===== src/rtl/branch_hazard_ctrl.sv =====
// ID-stage branch hazard sequencer: stalls a branch behind a load in EX/MEM,
// selects comparator forwarding sources and counts inserted stall cycles.
module branch_hazard_ctrl #(
  parameter logic [2:0] BR_OP = 3'b110,
  parameter int         CNT_W = 16
) (
  input  logic             clk,
  input  logic             rst_n,
  input  logic [2:0]       op_ID,
  input  logic             valid_ID,
  input  logic [4:0]       rs1_ID,
  input  logic [4:0]       rs2_ID,
  input  logic [4:0]       rd_EX,
  input  logic [4:0]       rd_MEM,
  input  logic [4:0]       rd_WB,
  input  logic             regwrite_EX,
  input  logic             regwrite_MEM,
  input  logic             regwrite_WB,
  input  logic             memread_EX,
  input  logic             memread_MEM,
  input  logic             hold,
  input  logic             flush_ID,
  output logic             pc_we,
  output logic             ifid_we,
  output logic             idex_bubble,
  output logic [1:0]       fwd1_sel,
  output logic [1:0]       fwd2_sel,
  output logic [CNT_W-1:0] stall_cnt
);

  typedef enum logic [1:0] {IDLE, WAIT_MEM, RESUME} state_t;

  state_t state, state_nxt;
  logic   br, hz_ex_ld, hz_mem_ld, stall;
  logic   m_ex1, m_ex2, m_mem1, m_mem2, m_wb1, m_wb2;
  logic [1:0] fwd1_raw, fwd2_raw;

  function automatic logic reg_match(input logic we, input logic [4:0] rd,
                                     input logic [4:0] rs);
    return we & (rd != 5'd0) & (rd == rs);
  endfunction

  // Loads in EX/MEM have no data yet, so they never act as forward sources.
  function automatic logic [1:0] fwd_pick(input logic b,
                                          input logic ex_m, input logic ex_ld,
                                          input logic mem_m, input logic mem_ld,
                                          input logic wb_m);
    if (!b)                 return 2'b00;
    else if (ex_m & !ex_ld)   return 2'b01;
    else if (mem_m & !mem_ld) return 2'b10;
    else if (wb_m)            return 2'b11;
    else                      return 2'b00;
  endfunction

  function automatic logic [CNT_W-1:0] sat_inc(input logic [CNT_W-1:0] c);
    return (c == {CNT_W{1'b1}}) ? c : c + CNT_W'(1);
  endfunction

  assign br     = valid_ID & (op_ID == BR_OP);
  assign m_ex1  = reg_match(regwrite_EX,  rd_EX,  rs1_ID);
  assign m_ex2  = reg_match(regwrite_EX,  rd_EX,  rs2_ID);
  assign m_mem1 = reg_match(regwrite_MEM, rd_MEM, rs1_ID);
  assign m_mem2 = reg_match(regwrite_MEM, rd_MEM, rs2_ID);
  assign m_wb1  = reg_match(regwrite_WB,  rd_WB,  rs1_ID);
  assign m_wb2  = reg_match(regwrite_WB,  rd_WB,  rs2_ID);

  assign hz_ex_ld  = br & memread_EX  & (m_ex1  | m_ex2);
  assign hz_mem_ld = br & memread_MEM & (m_mem1 | m_mem2);

  assign fwd1_raw = fwd_pick(br, m_ex1, memread_EX, m_mem1, memread_MEM, m_wb1);
  assign fwd2_raw = fwd_pick(br, m_ex2, memread_EX, m_mem2, memread_MEM, m_wb2);

  always_comb begin
    state_nxt = state;
    stall     = 1'b0;
    if (hold) begin
      state_nxt = state;
      stall     = 1'b0;
    end else if (flush_ID) begin
      state_nxt = IDLE;
    end else begin
      unique case (state)
        IDLE: begin
          if (hz_ex_ld) begin
            stall     = 1'b1;
            state_nxt = WAIT_MEM;
          end else if (hz_mem_ld) begin
            stall     = 1'b1;
            state_nxt = RESUME;
          end
        end
        WAIT_MEM: begin
          stall     = 1'b1;
          state_nxt = RESUME;
        end
        RESUME:   state_nxt = IDLE;
        default:  state_nxt = IDLE;
      endcase
    end
  end

  // Outputs are forced to their run values while reset is asserted.
  assign pc_we       = ~rst_n | (~hold & ~stall);
  assign ifid_we     = ~rst_n | (~hold & ~stall);
  assign idex_bubble = rst_n & stall;
  assign fwd1_sel    = rst_n ? fwd1_raw : 2'b00;
  assign fwd2_sel    = rst_n ? fwd2_raw : 2'b00;

  always_ff @(posedge clk or negedge rst_n) begin
    if (!rst_n) begin
      state     <= IDLE;
      stall_cnt <= '0;
    end else begin
      state <= state_nxt;
      if (stall) stall_cnt <= sat_inc(stall_cnt);
    end
  end

endmodule


===== config.mk =====
export PLATFORM = sky130hd
export DESIGN_NAME = branch_hazard_ctrl
export DESIGN_NICKNAME = d
export VERILOG_FILES = /design/src/rtl/branch_hazard_ctrl.sv
export SDC_FILE = /design/constraint.sdc
export NUM_CORES = 1
export LEC_CHECK = 0
export CAP_MARGIN = 15
export CELL_PAD_IN_SITES_DETAIL_PLACEMENT = 1
export CELL_PAD_IN_SITES_GLOBAL_PLACEMENT = 1
export CORE_ASPECT_RATIO = 0.8
export CORE_MARGIN = 2
export CORE_UTILIZATION = 32
export DETAILED_ROUTE_END_ITERATION = 6
export GPL_ROUTABILITY_DRIVEN = 1
export PLACE_DENSITY = 0.92
export SLEW_MARGIN = 40
export SYNTH_ARGS = -nofsm -noshare
export SYNTH_HDL_FRONTEND = slang
export SYNTH_SLANG_ARGS = --single-unit

===== constraint.sdc =====
create_clock -name clk -period 3.6 [get_ports clk]
set_clock_uncertainty 0.15 [all_clocks]
set_input_delay 0.72 -clock clk [delete_from_list [all_inputs] [get_ports clk]]
set_output_delay 0.72 -clock clk [all_outputs]
set_load 0.05 [all_outputs]

## Word level (Yosys, flattened, before mapping)

Index checks and enable logic that the tools add are counted.
W data, S select, Z words.

- Add/subtract/negate cells: 1
- Equal/unequal tests: 10
- Muxes and demuxes: 19
- Bitwise gates (word level): 27
- Reductions and logical operators: 8

Operator list:

| kind | number |
|---|---|
| $eq A5 B5 Y1 | 6 |
| $mux W2 | 13 |
| $and A1 B1 Y1 | 20 |
| $add A16 B1 Y16 const B | 1 |
| $eq A16 B16 Y1 const B | 1 |
| $reduce_bool A5 Y1 | 3 |
| $mux W1 | 4 |
| $ne A4 B4 Y1 const B | 1 |
| $not A1 Y1 | 4 |
| $pmux W2 S2 | 1 |
| $reduce_and A2 Y1 | 2 |
| $eq A3 B3 Y1 const B | 1 |
| $or A1 B1 Y1 | 3 |
| $eq A2 B1 Y1 const B | 1 |
| $logic_not A1 Y1 | 2 |
| $logic_not A2 Y1 | 1 |
| $pmux W1 S2 | 1 |

- Flip-flop bits (word level): 18
- Bits of input ports: 38
- Output and inout bits: 23
- Word-level logic and storage cells: 67

## Logic depth before layout (Yosys ltp)

Gate-level depths: netlist (run 1).

- Depth after elaboration: 13
- Depth in mapped cells: 8
- Gate-level depth less buffers: 7

## Worst setup path before layout (run 1)

Ideal clock, no wire load.

- Kind: input port to output port
- Start point: input rd_EX[1]
- End point: output pc_we
- Arrival: 3316 ps
- Slack: -586 ps
- Cell stages on the path: 7
- Buffers on the path: 1
- Path through: or4_1 -> o21ai_2 -> a211oi_2 -> nor3_1 -> nor3_1 -> o21ai_0 -> buf_4

- Word-level cells in the longest chain between the ends: 12
- Elaborated cells between the ends (all ways): 15
- Classes of those cells: 2 x eq/ne; 4 x mux; 8 x bitwise; 1 x reduce/logical

Ends and longest elaborated chain:

| item | RTL line | RTL |
|---|---|---|
| start, declared | 13 | `input logic [4:0] rd_EX,` |
| $reduce_bool A5 Y1 | 40 | `return we & (rd != 5'd0) & (rd == rs);` |
| $and A1 B1 Y1 (2 in series) | 40 |  |
| $or A1 B1 Y1 (*) | 67 | `assign hz_ex_ld = br & memread_EX & (m_ex1 \| m_ex2);` |
| $and A1 B1 Y1 (*) | 67 |  |
| $mux W1 (*) | 84 | `if (hz_ex_ld) begin` |
| $pmux W1 S2 (*) | 82 | `unique case (state)` |
| $mux W1 (*) | 79 | `end else if (flush_ID) begin` |
| $mux W1 (*) | 76 | `if (hold) begin` |
| $not A1 Y1 (*) | - |  |
| $and A1 B1 Y1 (*) | - |  |
| $or A1 B1 Y1 (*) | - |  |
| end, declared | 23 | `output logic pc_we,` |

Every way passes the cells marked *; elsewhere a longest branch is shown, timed or not.

## Worst setup path in the final report (run 1)

- Start point: input rs1_ID[3]
- End point: output idex_bubble

- Word-level cells in the longest chain between the ends: 10
- Elaborated cells between the ends (all ways): 14
- Classes of those cells: 2 x eq/ne; 5 x mux; 7 x bitwise

Ends and longest elaborated chain:

| item | RTL line | RTL |
|---|---|---|
| start, declared | 11 | `input logic [4:0] rs1_ID,` |
| $eq A5 B5 Y1 | 40 |  |
| $and A1 B1 Y1 | 40 |  |
| $or A1 B1 Y1 | 68 | `assign hz_mem_ld = br & memread_MEM & (m_mem1 \| m_mem2);` |
| $and A1 B1 Y1 | 68 |  |
| $mux W1 | 87 | `end else if (hz_mem_ld) begin` |
| $mux W1 (*) | 84 |  |
| $pmux W1 S2 (*) | 82 |  |
| $mux W1 (*) | 79 |  |
| $mux W1 (*) | 76 |  |
| $and A1 B1 Y1 (*) | 105 | `assign idex_bubble = rst_n & stall;` |
| end, declared | 25 | `output logic idex_bubble,` |

Marks and branches as above.

==> run metrics, run 1 <==
Setup WS pre-CTS=-93.7 ps; Placer Congestion=roughly 0.89; initial drt markers=36; Hold WC Path Type=reg2reg; CTS tree=yes; Synthesized Nets=~190; die height=between 60 and 70 um; layout cells sized above 1=between 20% and 30%; synth warn=0; #FFs+latches synth=18; Tcrit/Tclk final=between 90% and 100%; commonest non-fill, non-tap cells in the layout=clkdlybuf4s50_1 (42), xor2_1 (29), buf_4 (19); Worst R2R Path Depth=8; clk slew on worst S/H paths=approximately 70 ps; DR WL/cell=18.3 um; Die X=slightly below 80 um; Vias/cell=between 5 and 6; Total GRT Usage=a little over a fifth; starting density of the core=about 33%; Setup CP Type=in2out; Critical Path RT=2730 ps; status=finished, final reports clean; Worst Setup End Kind=output port; number of CTS-inserted buffers=3; DR pass1 iterations=4; Max Cap Viol=0; min Tclk post-route=about 3600 ps; Mapped Cells=150; Layout area overhead=73.9%; Sinks on Clock Net=18; Final Util=57.2%; setup violators final=0; power per standard cell area=approximately 210 nW/um^2; GRT Residual Overflow=0; CTS Hold Bufs=0; measured slew at the worst slew-check pin=537 ps; IO Count=between 60 and 70; setup ws final=around 2.2 ps; max-slew violation count=0; post-synthesis sequential area ratio=about 33%; Fin. Hold Viols=0; latest clock arrival within the worst-skew pair=~260 ps; WHS Path Cells=1; Max VDD drop=around 250 uV; crit path DAT=2730 ps; via count=roughly 1500; Synth Cell Area=1370 um^2; count of different cell masters after synthesis=32; Mapped Avg Cell Area=roughly 9 um^2; Site Rows=21; largest net degree at the start of global routing=21; headroom to the max-slew limit=roughly 64%; antenna violations before repair=0; drc violations=0; Clock Path Buffers=2; Max Fclk=between 200 and 300 MHz; H-tree levels=1; ant diodes=0; leakage power=between 1 and 1.5 nW; core area=about 4200 um^2; crit start category=primary input; wirelength, routed=around 5300 um; Detail Route Antenna Nets=0; hpwl dp=~4000 um; vias in the first global route=roughly 1600; total die area=4810 um^2; root buffer cell=clkbuf_8; most common cell after layout, fill and taps aside=clkdlybuf4s50_1; final net count=roughly 270; Port Buffers=60; CP max FO=3; first-pass GRT wire length=roughly 8000 um
layer usage:
metal / up-vias / GRT usage, % / wire length, um
li1: 689 / - / -
met1: 728 / 27.7 / 2310
met2: 37 / 36.5 / 2700
met3: 10 / 3.76 / 167
met4: 0 / 3.79 / 80
met5: - / 0 / 0
sequential cells by signal (all words and copies together) (netlist names):
register and count:
stall_cnt 16, state 2
path summary, 6_finish.rpt:
check                              startpoint             to  slack [ps]
worst max-delay path                rs1_ID[3]    idex_bubble           2
max in group asynchronous               rst_n   stall_cnt[6]        2410
worst min register to register  stall_cnt[11]  stall_cnt[11]         350
worst max register to register   stall_cnt[0]  stall_cnt[11]        1220
min in group asynchronous               rst_n  stall_cnt[13]         680
worst min-delay path            stall_cnt[11]  stall_cnt[11]         350
critical path, cell delays in order:
cell and delay, ps:
clkdlybuf4s50_1 630, xnor2_1 180, nand3_1 200, a211oi_2 330, nor3_2 110, buf_4 160
nor3b_4 220, buf_12 170
Yosys cell counts:
| library cell | instances | area [um^2] |
|---|---|---|
| o21ai_1 | 1 | 5.00 |
| or2_2 | 1 | 6.26 |
| a211o_1 | 1 | 8.76 |
| xor2_1 | 29 | 254 |
| inv_1 | 4 | 15.0 |
| o21ai_0 | 3 | 15.0 |
| nand2_1 | 9 | 33.8 |
| and3_1 | 1 | 6.26 |
| o31ai_1 | 1 | 7.51 |
| and2_1 | 1 | 6.26 |
| buf_6 | 1 | 11.3 |
| nor2b_1 | 3 | 18.8 |
| nor3_1 | 15 | 75.1 |
| or3_1 | 3 | 18.8 |
| nor3b_1 | 1 | 7.51 |
| nor4_1 | 5 | 31.3 |
| nor2_2 | 1 | 6.26 |
| a211oi_2 | 2 | 25.0 |
| dfrtp_1 | 18 | 450 |
| ha_1 | 1 | 12.5 |
| o31ai_4 | 1 | 21.3 |
| or4_1 | 3 | 22.5 |
| nor3_2 | 2 | 20.0 |
| and4b_1 | 1 | 10.0 |
| a21oi_1 | 4 | 20.0 |
| mux2_1 | 1 | 11.3 |
| nand3_1 | 11 | 55.1 |
| nand4_1 | 2 | 12.5 |
| o21ai_2 | 1 | 8.76 |
| nor2_1 | 6 | 22.5 |
| xnor2_1 | 16 | 140 |
| buf_4 | 1 | 7.51 |
cell families after synthesis:
| family | count (synthesis) | share of synthesized area, % |
|---|---|---|
| flops | 18 | 33.0 |
| simple gates | 65 | 25.8 |
| mux | 1 | 0.824 |
| xor+xnor | 45 | 28.8 |
| fa+ha+maj | 1 | 0.916 |
| compound gates | 14 | 8.15 |
| buf+inv | 6 | 2.47 |
per-stage QoR:
step	power [W]	setup TNS [ps]	cells	hold slack [ps]	area (um^2)
2_1_floorplan	0.000253	0	150	274	1380
3_3_place_gp	0.000333	-1.20	282	331	2230
3_5_place_dp	0.000338	-256	282	339	2230
4_1_cts	0.000502	0	288	354	2320
5_1_grt	0.000526	-201	288	379	2380
6_report	0.000509	0	288	355	2380
report_power, final:
| part | internal [W] | leakage, nW | switching, W | total (W) |
|---|---|---|---|---|
| clock network | 0.0000974 | 0.0288 | 0.0000703 | 0.000168 |
| registers | 0.000203 | 0.246 | 0.000000969 | 0.000204 |
| logic | 0.0000722 | 0.756 | 0.0000647 | 0.000137 |
| total | 0.000373 | 1.03 | 0.000136 | 0.000509 |
cell type report:
cell class | instances | area (um^2)
well taps | 57 | 71.3
fillers | 486 | 1780
repair buffers | 79 | 826
inverters | 4 | 15.0
flip-flops and latches | 18 | 450
clock buffers | 4 | 55.1
multi-input cells | 126 | 958
what timing repair did:
item,in CTS,in global routing
gates resized for setup,9,16
endpoints found under the hold margin,0,0
buffers inserted,2,0
pin swaps,5,5
endpoints found under the setup margin,5,7
Note: power is estimated with default switching activity, not from simulation.
==> run 2, diff against run 1 <==
--- a/config.mk
+++ b/config.mk
@@ -13,6 +13,8 @@
 export CORE_UTILIZATION = 32
 export DETAILED_ROUTE_END_ITERATION = 6
 export GPL_ROUTABILITY_DRIVEN = 1
+export GPL_TIMING_DRIVEN = 1
+export HOLD_SLACK_MARGIN = 0.08
 export PLACE_DENSITY = 0.92
 export SLEW_MARGIN = 40
 export SYNTH_ARGS = -nofsm -noshare
==> results of run 2 <==
Same layout as run 1: the final DEF is identical, and so are final timing and power.
